### src/rtl/rv32i_pkg.sv
// Shared RV32I definitions used by the memory-stage store sequencer.
package rv32i_pkg;

    localparam logic [2:0] F3_SB = 3'b000;
    localparam logic [2:0] F3_SH = 3'b001;
    localparam logic [2:0] F3_SW = 3'b010;

    typedef enum logic [1:0] {
        IDLE = 2'd0,
        RD   = 2'd1,
        WR   = 2'd2
    } rmw_state_e;

endpackage

### src/rtl/store_rmw_unit_if.sv
// MEM-stage bus: EX/MEM store/load operands in, word-wide data-memory port out.
interface store_rmw_unit_if #(
    parameter int ADDR_W = 32
);
    logic              EX_MEM_memwrite;
    logic              EX_MEM_memread;
    logic [2:0]        EX_MEM_funct3;
    logic [ADDR_W-1:0] EX_MEM_addr;
    logic [31:0]       EX_MEM_wdata;
    logic [31:0]       mem_rdata;
    logic [ADDR_W-1:0] mem_addr;
    logic              mem_re;
    logic              mem_we;
    logic [31:0]       mem_wdata;
    logic              mem_write_bh;

    modport master (
        output EX_MEM_memwrite, EX_MEM_memread, EX_MEM_funct3, EX_MEM_addr, EX_MEM_wdata,
        output mem_rdata,
        input  mem_addr, mem_re, mem_we, mem_wdata, mem_write_bh
    );

    modport slave (
        input  EX_MEM_memwrite, EX_MEM_memread, EX_MEM_funct3, EX_MEM_addr, EX_MEM_wdata,
        input  mem_rdata,
        output mem_addr, mem_re, mem_we, mem_wdata, mem_write_bh
    );
endinterface

### src/rtl/byte_merge.sv
// Combinational lane merge: inserts SB/SH store data into the word read back from memory.
module byte_merge
    import rv32i_pkg::*;
(
    input  logic [31:0] old_word,
    input  logic [31:0] new_data,
    input  logic [2:0]  funct3,
    input  logic [1:0]  byte_off,
    output logic [31:0] merged
);

    always_comb begin
        merged = new_data;
        case (funct3)
            F3_SB: begin
                merged = old_word;
                case (byte_off)
                    2'd0:    merged[7:0]   = new_data[7:0];
                    2'd1:    merged[15:8]  = new_data[7:0];
                    2'd2:    merged[23:16] = new_data[7:0];
                    default: merged[31:24] = new_data[7:0];
                endcase
            end
            F3_SH: begin
                // byte_off[0] is deliberately ignored: misaligned halfwords are not trapped.
                merged = old_word;
                if (byte_off[1]) merged[31:16] = new_data[15:0];
                else             merged[15:0]  = new_data[15:0];
            end
            default: ;
        endcase
    end

endmodule

### src/rtl/store_rmw_unit.sv
// Store sequencer: SB/SH become read-modify-write of the containing word with a pipeline stall;
// SW and loads go straight to the word-wide memory.
module store_rmw_unit
    import rv32i_pkg::*;
#(
    parameter int ADDR_W = 32
) (
    input  logic             clk,
    input  logic             rst_n,
    store_rmw_unit_if.slave  bus
);

    rmw_state_e  state_q, state_d;
    logic [31:0] wbuf_q, wbuf_d;
    logic [31:0] merged;
    logic        req_bh;

    assign req_bh = bus.EX_MEM_memwrite &&
                    (bus.EX_MEM_funct3 == F3_SB || bus.EX_MEM_funct3 == F3_SH);

    assign bus.mem_addr = {bus.EX_MEM_addr[ADDR_W-1:2], 2'b00};

    byte_merge u_merge (
        .old_word (bus.mem_rdata),
        .new_data (bus.EX_MEM_wdata),
        .funct3   (bus.EX_MEM_funct3),
        .byte_off (bus.EX_MEM_addr[1:0]),
        .merged   (merged)
    );

    always_ff @(posedge clk or negedge rst_n) begin
        if (!rst_n) begin
            state_q <= IDLE;
            wbuf_q  <= '0;
        end else begin
            state_q <= state_d;
            wbuf_q  <= wbuf_d;
        end
    end

    always_comb begin
        state_d = state_q;
        wbuf_d  = wbuf_q;
        case (state_q)
            IDLE:    if (req_bh) state_d = RD;
            RD: begin
                wbuf_d  = merged;
                state_d = WR;
            end
            // The store still held in EX/MEM during WR is the one just written; never retrigger.
            WR:      state_d = IDLE;
            default: state_d = IDLE;
        endcase
    end

    always_comb begin
        bus.mem_re       = 1'b0;
        bus.mem_we       = 1'b0;
        bus.mem_wdata    = '0;
        bus.mem_write_bh = 1'b0;
        case (state_q)
            IDLE: begin
                if (req_bh) begin
                    bus.mem_re       = 1'b1;
                    bus.mem_write_bh = 1'b1;
                end else if (bus.EX_MEM_memwrite) begin
                    bus.mem_we    = 1'b1;
                    bus.mem_wdata = bus.EX_MEM_wdata;
                end else begin
                    bus.mem_re = bus.EX_MEM_memread;
                end
            end
            RD:  bus.mem_write_bh = 1'b1;
            WR: begin
                bus.mem_we    = 1'b1;
                bus.mem_wdata = wbuf_q;
            end
            default: ;
        endcase
        // Strobes must be quiet the moment reset asserts, not only after the next edge.
        if (!rst_n) begin
            bus.mem_re       = 1'b0;
            bus.mem_we       = 1'b0;
            bus.mem_wdata    = '0;
            bus.mem_write_bh = 1'b0;
        end
    end

endmodule

### src/flat_wrapper.sv
// flat-port wrapper written by rule: the top's interface ports become plain ports
module store_rmw_unit_flat import rv32i_pkg::*;
#(
    parameter int ADDR_W = 32
)
  (clk, rst_n, bus_EX_MEM_memwrite, bus_EX_MEM_memread, bus_EX_MEM_funct3, bus_EX_MEM_addr, bus_EX_MEM_wdata, bus_mem_rdata, bus_mem_addr, bus_mem_re, bus_mem_we, bus_mem_wdata, bus_mem_write_bh);
  store_rmw_unit_if #(.ADDR_W(ADDR_W)) bus_i ();
  input  logic clk;
  input  logic rst_n;
  input wire logic [$bits(bus_i.EX_MEM_memwrite)-1:0] bus_EX_MEM_memwrite;
  input wire logic [$bits(bus_i.EX_MEM_memread)-1:0] bus_EX_MEM_memread;
  input wire logic [$bits(bus_i.EX_MEM_funct3)-1:0] bus_EX_MEM_funct3;
  input wire logic [$bits(bus_i.EX_MEM_addr)-1:0] bus_EX_MEM_addr;
  input wire logic [$bits(bus_i.EX_MEM_wdata)-1:0] bus_EX_MEM_wdata;
  input wire logic [$bits(bus_i.mem_rdata)-1:0] bus_mem_rdata;
  output wire logic [$bits(bus_i.mem_addr)-1:0] bus_mem_addr;
  output wire logic [$bits(bus_i.mem_re)-1:0] bus_mem_re;
  output wire logic [$bits(bus_i.mem_we)-1:0] bus_mem_we;
  output wire logic [$bits(bus_i.mem_wdata)-1:0] bus_mem_wdata;
  output wire logic [$bits(bus_i.mem_write_bh)-1:0] bus_mem_write_bh;
  assign bus_i.EX_MEM_memwrite = bus_EX_MEM_memwrite;
  assign bus_i.EX_MEM_memread = bus_EX_MEM_memread;
  assign bus_i.EX_MEM_funct3 = bus_EX_MEM_funct3;
  assign bus_i.EX_MEM_addr = bus_EX_MEM_addr;
  assign bus_i.EX_MEM_wdata = bus_EX_MEM_wdata;
  assign bus_i.mem_rdata = bus_mem_rdata;
  assign bus_mem_addr = bus_i.mem_addr;
  assign bus_mem_re = bus_i.mem_re;
  assign bus_mem_we = bus_i.mem_we;
  assign bus_mem_wdata = bus_i.mem_wdata;
  assign bus_mem_write_bh = bus_i.mem_write_bh;
  store_rmw_unit #(.ADDR_W(ADDR_W)) u_core (.clk(clk), .rst_n(rst_n), .bus(bus_i));
endmodule
### config.mk
export PLATFORM = sky130hd
export DESIGN_NAME = store_rmw_unit_flat
export DESIGN_NICKNAME = d
export VERILOG_FILES = /design/src/rtl/rv32i_pkg.sv /design/src/rtl/store_rmw_unit_if.sv /design/src/rtl/byte_merge.sv /design/src/rtl/store_rmw_unit.sv /design/src/flat_wrapper.sv
export SDC_FILE = /design/constraint.sdc
export NUM_CORES = 1
export LEC_CHECK = 0
export ABC_CLOCK_PERIOD_IN_PS = 2250
export BUFFER_PORTS_ARGS = -buffer_cell sky130_fd_sc_hd__buf_4
export CAP_MARGIN = 20
export CORE_MARGIN = 2
export CORE_UTILIZATION = 47
export DETAILED_ROUTE_END_ITERATION = 8
export PLACE_DENSITY = 0.93
export RECOVER_POWER = 25
export SETUP_SLACK_MARGIN = 0.1
export SYNTH_ARGS = -nofsm -noshare
export SYNTH_HDL_FRONTEND = slang
export SYNTH_SLANG_ARGS = --single-unit
### constraint.sdc
create_clock -name clk -period 2.25 [get_ports clk]
set_input_delay 0.5625 -clock clk [delete_from_list [all_inputs] [get_ports clk]]
set_output_delay 0.5625 -clock clk [all_outputs]
set_load 0.02 [all_outputs]
# [Word-level counts from Yosys, hierarchy flattened]
# Cells that the tools add are included.
[classes] muxes=24 n_bitwise=0 n_eq_ne=6 order_cmp=0 n_reduce_logical=6 n_addsub=0 shifts=0 div=0 mul=0
[ops] cell="case mux 32 bit (2 select lines)" n=2
[ops] cell="two-way mux 32 bit" n=3
[ops] cell="two-way mux 16 bit" n=2
[ops] cell="two-way mux 8 bit" n=4
[ops] cell="two-way mux 1 bit" n=9
[ops] cell="equality test 2 x 1 -> 1 bit, second input constant" n=2
[ops] cell="equality test 2 bit, second input constant" n=2
[ops] cell="logical NOT 2 bit" n=2
[ops] cell="case mux 1 bit (2 select lines)" n=2
[ops] cell="case mux 2 bit (2 select lines)" n=1
[ops] cell="equality test 3 x 1 -> 1 bit, second input constant" n=1
[ops] cell="logical NOT 3 bit" n=1
[ops] cell="OR reduction 3 bit" n=1
[ops] cell="two-way mux 2 bit" n=1
[ops] cell="!= test 2 x 1 -> 1 bit, second input constant" n=1
[ops] cell="logical AND 1 bit" n=1
[ops] cell="logical OR 1 bit" n=1
[totals] ff_bits=34 n_memories=0 out_inout_bits=67 word_cells=38 latchBits=0 ram_bits=0 rom_bits=0 inputBits=103

# [Depth between registers and ports, before layout]
# Gate-level depths: netlist of the first run.
[logic_depth] depth_word=6 ltp_mapped=6 ltp_nobuf=4

# [Cells and area by module]
# A second synthesis of the first run with hierarchy kept.
[unflattened] cells_unflattened=294 hier_area_um2=3076.7
[modules_own_cells] module="store_rmw_unit" n_inst=1 area_per_inst_um2=2118.3 seq_area_each_um2=850.8 cells_each=157
[modules_own_cells] module="byte_merge" n_inst=1 area_per_inst_um2=958.4 seq_area_each_um2=0.0 cells_each=137

# [Worst setup path before layout of the first run]
# OpenSTA, ideal clock, no wires.
[synth_path] path_type="input-to-output" startpoint="input bus_EX_MEM_memwrite" endpoint="output bus_mem_wdata[10]" slack_ns=0.170 cell_stages=5 n_path_buf=1 required_time_ns=1.688 arrival_time_ns=1.518 cell_sequence="or3b_4 > nor2_8 > buf_12 > a22oi_2 > nor2_2"
[synth_between] elab_chain_len=4 word_cells_on_any_way=5 classes_between="mux (4); reduce/logical (1)"
[synth_lines] item="from (decl)" line_no="flat_wrapper.sv:10" text="input wire logic [$bits(bus_i.EX_MEM_memwrite)-1:0] bus_EX_MEM_memwrite;"
[synth_lines] item="two-way mux 32 bit or logical AND 1 bit (tied branches)" line_no="store_rmw_unit.sv:66, store_rmw_unit.sv:18"
[synth_lines] item="two-way mux 32 bit *" line_no="store_rmw_unit.sv:63" text="if (req_bh) begin"
[synth_lines] item="case mux 32 bit (2 select lines) *" line_no="store_rmw_unit.sv:61" text="case (state_q)"
[synth_lines] item="two-way mux 32 bit *" line_no="store_rmw_unit.sv:81" text="if (!rst_n) begin"
[synth_lines] item="to (decl)" line_no="flat_wrapper.sv:19" text="output wire logic [$bits(bus_i.mem_wdata)-1:0] bus_mem_wdata;"
# Every way passes the cells marked *; elsewhere a longest branch is shown, timed or not.

# [Final worst setup path of the first run]
[layout_path] startpoint="register u_core.state_q[1]" endpoint="output bus_mem_wdata[26]"
[layout_between] elab_chain_len=3 word_cells_on_any_way=4 classes_between="eq/ne (1); mux (2); reduce/logical (1)"
[layout_lines] item="from (decl)" line_no="store_rmw_unit.sv:13" text="rmw_state_e state_q, state_d;"
[layout_lines] item="from (signal assigned)" line_no="store_rmw_unit.sv:36" text="state_q <= state_d;"
[layout_lines] item="equality test 2 bit or logical NOT 2 bit (tied branches)" line_no="store_rmw_unit.sv:61"
[layout_lines] item="case mux 32 bit (2 select lines) *" line_no="store_rmw_unit.sv:61"
[layout_lines] item="two-way mux 32 bit *" line_no="store_rmw_unit.sv:81"
# Marks and branches as above.

==> results of run 1 <==
layout by cell type, fill, tap and decap left out, drive strengths merged:
cell type and count:
dfrtp 34, or3 1, conb 2, mux2i 49, o22a 32, nand2 18
nor2b 1, clkinv 2, or2 1, nand2b 4, buf 120, nor3b 1
nor2 53, clkbuf 7, inv 1, or3b 1, o21ai 40, nand3 8
a21oi 50, nor3 1, bufinv 1, a22oi 32
worst paths after layout:
| path | start | to | slack, ns | cells past startpoint |
|---|---|---|---|---|
| min reg2reg | u_core.wbuf_q[23]$_DFFE_PN0N_ | u_core.wbuf_q[23]$_DFFE_PN0N_ | 0.53 | 1 |
| min in group clk | u_core.wbuf_q[23]$_DFFE_PN0N_ | u_core.wbuf_q[23]$_DFFE_PN0N_ | 0.53 | 1 |
| min | rst_n | u_core.state_q[0]$_DFFE_PN0P_ | 0.23 | 1 |
| max | u_core.state_q[1]$_DFFE_PN0P_ | bus_mem_wdata[26] | -0.07 | 6 |
| max reg2reg | u_core.state_q[1]$_DFFE_PN0P_ | u_core.wbuf_q[14]$_DFFE_PN0N_ | 0.62 | 5 |
| max in group asynchronous | rst_n | u_core.wbuf_q[16]$_DFFE_PN0N_ | 0.83 | 2 |
worst reg2reg max path, stage by stage, from the launching register on:
cell,delay [ns]
dfrtp_1,0.39
buf_4,0.15
nand2b_1,0.16
inv_1,0.47
buf_12,0.24
o22a_1,0.15
per-layer routing:
metal	vias to the layer above	wire, um
met1	1606	4190
met5	-	0
li1	1528	-
met2	243	5320
met3	58	1100
met4	0	478
final cells by class:
type	instances	area, um^2
Fill cell	624	2970
Clock inverter	3	40.0
Timing Repair Buffer	122	1050
Sequential cell	34	851
Clock buffer	5	68.8
Multi-Input combinational cell	294	2100
Inverter	1	3.75
Tap cell	99	124
registers in the layout, summed over array words and instances, names as in the netlist:
signal and flops:
u_core.state_q 2, u_core.wbuf_q 32
cells by family (layout without fill, tap and decap cells):
family / Yosys count / count (layout) / share of synthesized area
buf+inv: 80 / 131 / 0.154
compound gates: 154 / 154 / 0.322
other cells: 1 / 2 / 0.00108
simple gates: 89 / 89 / 0.137
flops: 34 / 34 / 0.245
mux: 49 / 49 / 0.141
metrics by stage:
| step | cells | setup TNS (ns) | utilization | area, um^2 | hold WS, ns |
|---|---|---|---|---|---|
| global placement | 549 | -0.0408 | 0.562 | 4050 | 0.397 |
| global route | 558 | -3.76 | 0.589 | 4250 | 0.258 |
| detailed placement | 549 | -0.0849 | 0.562 | 4050 | 0.400 |
| CTS | 558 | -1.50 | 0.586 | 4230 | 0.0833 |
| floorplan | 408 | 0 | - | 3480 | 0.267 |
| finish | 558 | -1.25 | 0.589 | 4250 | 0.233 |
power breakdown:
part	leakage [uW]	total (uW)	switching, uW	internal (uW)
Sequential	0.000384	858	108	750
Combinational	0.00140	797	398	399
Clock	0.0000579	568	242	326
what timing repair did:
item                                    4_1_cts  5_1_grt
gates resized for setup                      15        7
endpoints found under the setup margin       32       32
buffers inserted                              1        0
==> results.yml, run 1 <==
logic_synthesis:
  synth_most_common_cell: "a21oi_1"
  portion_of_the_post_synthesis_area_used_by_sequential_elements: 0.245
  synth-edff-count: 0
  synth_top_cells_by_area: "dfrtp_1 (24%), mux2i_1 (14%), a22oi_2 (11%)"
  synth_common_cells: "a21oi_1 (50), mux2i_1 (49), o21ai_0 (40), buf_4 (35), dfrtp_1 (34)"
  post_synth_inst_count: 407
  syn_area_mm2: 0.00348
  yosysUniqueCellTypes: 30
  avgSynthCellArea_um2: 8.55
  post-synth-top-area-cell: "dfrtp_1"
  yosys_warnings: 0
  synth-main-ff-cell: "dfrtp_1"
  async_flop_share: 1.00
  synth-seq-cells: 34
  synth.top_cell.area_share: 0.245
critical_path:
  cp_cell_sequence: "or3b_4, nor2_8, buf_12, a22oi_2, nor2_2, buf_6"
  timing.critical_path.to_type: "output pin"
  crit_path_max_incr_delay_ns: 0.44
  critical_path_buf_inv_count: 2
  crit_required_ns: 1.69
  category_of_the_critical_setup_timing_path: "register to output pin"
  setup.worst_path.start_class: "register"
  critical_path_peak_fanout: 16
  cp_slowest_cell: "or3b_4"
  worst_ep_arrival_time_ns: 1.75
  cp_top_family: "simple AND/OR/NAND/NOR gates"
clock_network:
  cts.path.max_buffers: 2
  numClockSinks: 34
  tritoncts: "done"
  clk_transition_reported_paths_ns: 0.08
  cts.root.buffer_cell: "clkbuf_8"
  htreeDepth: 2
  numCtsBuffers: 5
  ctsHoldBuffers: 0
  clkLatencyLatePin_ns: 0.29
global_routing:
  grt.overflow.total: 0
  grt_first_pass_wirelength_um: 17700
  grtUsageMet2: 0.437
  global_route_total_usage_across_every_layer: 0.267
  globalRouteMet3Util: 0.0536
  grt_pass1_vias: 3580
  grt.met1_usage: 0.327
  antenna_found_initial: 0
  busiest_layer: "met2"
  grt_max_degree: 34
die:
  core.rowCount: 31
  die-area_mm2: 0.00810
  die_height_um: 90.0
  core_area_mm2: 0.00721
  chipWidth_um: 90.0
  io_pins: 170
  initial_core_util: 0.482
detailed_routing:
  drtAntennaViolNets: 0
  avgViaCountPerCell: 6.16
  detail_route.iter0.violations: 319
  post_detailed_route_wirelength_per_cell_um: 19.9
  remaining_drc_errors: 0
  detail_route.wirelength_um: 11100
  detailedRoute.firstPassIterationCount: 6
  vias: 3435
run_status:
  outcome: "complete, but fails checks"
  failing_checks: "setup timing"
job:
  max-cap-violations: 0
placement:
  finalWeightedCongestion: 0.824
  port_buffers: 107
  pre_cts_ws_ns: -0.0203
  dpl.hpwl_um: 7820
finish:
  design.final.nets: 561
  synthToLayoutAreaGrowth_pct: 22.1
  drive_above_1_share: 0.425
  antenna_cells: 0
sta:
  rsz0062_at_grt: "true"
  final.setup.worst_slack_ns: -0.0652
  period_share: 1.03
  fin_worst_skew_ns: 0.0118
  finalCriticalPeriod_ns: 2.32
  max_slew_margin: 0.471
  worst_slew_pin_slew_ns: 0.794
  setup_viol: 32
  maximum_clock_frequency_ghz: 0.432
  slew_violations: 0
  finalHoldViolations: 0
power:
  power_density_mw_per_mm2: 524
  power.ir.vdd_worst_mv: 0.264
  total_leakage_power_uw: 0.00184
  report.power.total_uw: 2220
min_path:
  min_path_type: "input port to async pin"
(Power assumes the default switching activity.)
==> run 2: changes to the inputs <==
--- a/config.mk
+++ b/config.mk
@@ -5,13 +5,13 @@
 export SDC_FILE = /design/constraint.sdc
 export NUM_CORES = 1
 export LEC_CHECK = 0
-export ABC_CLOCK_PERIOD_IN_PS = 2250
+export ABC_CLOCK_PERIOD_IN_PS = 2900
 export BUFFER_PORTS_ARGS = -buffer_cell sky130_fd_sc_hd__buf_4
 export CAP_MARGIN = 20
 export CORE_MARGIN = 2
-export CORE_UTILIZATION = 47
+export CORE_UTILIZATION = 51
 export DETAILED_ROUTE_END_ITERATION = 8
-export PLACE_DENSITY = 0.93
+export PLACE_DENSITY = 0.95
 export RECOVER_POWER = 25
 export SETUP_SLACK_MARGIN = 0.1
 export SYNTH_ARGS = -nofsm -noshare
==> constraint.sdc (replaced) <==
create_clock -name clk -period 2.9 [get_ports clk]
set_input_delay 0.725 -clock clk [delete_from_list [all_inputs] [get_ports clk]]
set_output_delay 0.725 -clock clk [all_outputs]
set_load 0.02 [all_outputs]
==> run 2 against run 1 <==
- critical path type is now input port to output pin
- sequential share of layout area rose by 0.91 points
- utilization grew 1.9 points
- first-iteration DRC count grew 28%
- critical endpoint is now bus_mem_wdata[0]
- power shrank 26%
- register-to-register slack improved by 0.32 ns
- clock power fell by 33%
- the flow finishes with violations (capacitance limit, slew limit)
==> results.yml, run 2 (same netlist as run 1, synthesis figures left out) <==
run_status:
  outcome: "complete, but fails checks"
  failing_checks: "capacitance limit, slew limit"
sta:
  setup_viol: 0
  period_share: 0.919
  tns_ns: 0
  worst_slew_pin_slew_ns: 1.95
  final.setup.worst_slack_ns: 0.234
  max_slew_margin: -0.300
  slew_violations: 35
  rsz0062_at_grt: "false"
  finalCriticalPeriod_ns: 2.67
  finalHoldViolations: 0
  fin_worst_skew_ns: 0.00524
  maximum_clock_frequency_ghz: 0.375
finish:
  largest-register: "u_core.wbuf_q"
  design.final.nets: 557
  synthToLayoutAreaGrowth_pct: 16.8
  antenna_cells: 0
  fill_cells: 574
  post_route_core_utilization: 0.608
  final_area_mm2: 0.00406
  largest_reg_flops: 32
  layout.cells.most_common: "buf_4"
  ff_latch_area_um2: 851
  most-common-layout-cells: "buf_4 (114), a21oi_1 (50), mux2i_1 (49)"
  largestRegisters: "u_core.wbuf_q: 32 flops, u_core.state_q: 2 flops"
  multi_input_comb_area_mm2: 0.00210
  drive_above_1_share: 0.415
clock_network:
  numCtsBuffers: 5
  htreeDepth: 2
  cts_resized: 0
  tritoncts: "done"
  cts.path.max_buffers: 2
  ctsHoldBuffers: 0
  clk_transition_reported_paths_ns: 0.07
  numClockSinks: 34
  post-cts-setup-buffer-count: 0
  cts.root.buffer_cell: "clkbuf_8"
  clkLatencyLatePin_ns: 0.29
detailed_routing:
  detail_route.iter0.violations: 408
  post_detailed_route_wirelength_per_cell_um: 20.4
  detailedRoute.firstPassIterationCount: 5
  avgViaCountPerCell: 6.52
  vias: 3486
  detail_route.wirelength_um: 10900
  remaining_drc_errors: 0
  drtAntennaViolNets: 0
job:
  max-cap-violations: 1
critical_path:
  category_of_the_critical_setup_timing_path: "input port to output pin"
  cp_top_family: "simple AND/OR/NAND/NOR gates"
  worstSetupPathDepth: 7
  critical_path_buf_inv_count: 3
  reg2reg_to: "u_core.wbuf_q[22]$_DFFE_PN0N_"
  timing.critical_path.to_type: "output pin"
  setup.worst_path.start_class: "input port"
  cp_slowest_cell: "or3b_4"
  crit_path_max_incr_delay_ns: 0.41
  critical_path_peak_fanout: 32
  cp_cell_sequence: "buf_4, or3b_4, nor2_8, buf_12, a22oi_1, nor2_1, buf_4"
  worstRegToRegCells: 5
  worstReg2RegStart: "u_core.state_q[1]$_DFFE_PN0P_"
  worst_ep_arrival_time_ns: 1.94
  cp-startpoint: "bus_EX_MEM_memwrite"
  critical_path_sink: "bus_mem_wdata[0]"
  ff2ff_setup_slack_ns: 0.94
  crit_required_ns: 2.17
  cell_with_the_most_instances_on_the_worst_path: "buf_4"
placement:
  dpl.hpwl_um: 7600
  port_buffers: 107
  postPlaceCellArea_mm2: 0.00395
  pre_cts_ws_ns: 0.230
  finalWeightedCongestion: 0.844
global_routing:
  grt_first_pass_wirelength_um: 17100
  antenna_found_initial: 0
  global_route_total_usage_across_every_layer: 0.288
  grt_pass1_vias: 3365
  grt_max_degree: 35
  grt.overflow.total: 0
die:
  io_pins: 170
  die-area_mm2: 0.00750
  initial_core_util: 0.521
  chipWidth_um: 86.6
  core.rowCount: 30
  core_area_mm2: 0.00668
  die_height_um: 86.6
min_path:
  min_path_type: "register to register"
power:
  report.power.total_uw: 1650
  power_density_mw_per_mm2: 405
  power.ir.vdd_worst_mv: 0.215
  total_leakage_power_uw: 0.00179
## run 2: cell type report
type / count / share of cell area
tap: 80 / 0.0246
clock inverter: 1 / 0.00123
timing repair buffer: 118 / 0.224
clock buffer: 7 / 0.0213
inverter: 1 / 0.000924
sequential: 34 / 0.209
multi-input combinational: 294 / 0.518
## run 2: how the worst min path moves through the flow
stage                                       start                       endpoint  slack, ns  cells past startpoint
floorplan                                   rst_n  u_core.state_q[0]$_DFFE_PN0P_       0.43                      0
CTS                 u_core.wbuf_q[12]$_DFFE_PN0N_  u_core.wbuf_q[12]$_DFFE_PN0N_       0.53                      1
detailed placement  u_core.wbuf_q[12]$_DFFE_PN0N_  u_core.wbuf_q[12]$_DFFE_PN0N_       0.52                      1
global placement     u_core.wbuf_q[5]$_DFFE_PN0N_   u_core.wbuf_q[5]$_DFFE_PN0N_       0.51                      1
finish              u_core.wbuf_q[11]$_DFFE_PN0N_  u_core.wbuf_q[11]$_DFFE_PN0N_       0.53                      1
global route        u_core.wbuf_q[19]$_DFFE_PN0N_  u_core.wbuf_q[19]$_DFFE_PN0N_       0.55                      1
## run 2: metal layers
layer	wire length, um	GRT usage	up-vias	share of wire
li1	-	-	1525	-
met1	4130	0.369	1652	0.38
met2	5150	0.455	245	0.47
met3	1110	0.0705	64	0.10
met4	546	0.142	0	0.050
met5	0	0	-	0
## run 2: where the power goes
group / switching [uW] / internal [uW]
clock: 189 / 192
sequential: 91.9 / 582
combinational: 302 / 290
total: 583 / 1060
## run 2: stage by stage
step	std cells	hold WS, ns
after CTS	534	0.532
after detailed placement	526	0.516
after floorplan	408	0.429
final	535	0.534
after global routing	535	0.551
after global placement	526	0.509
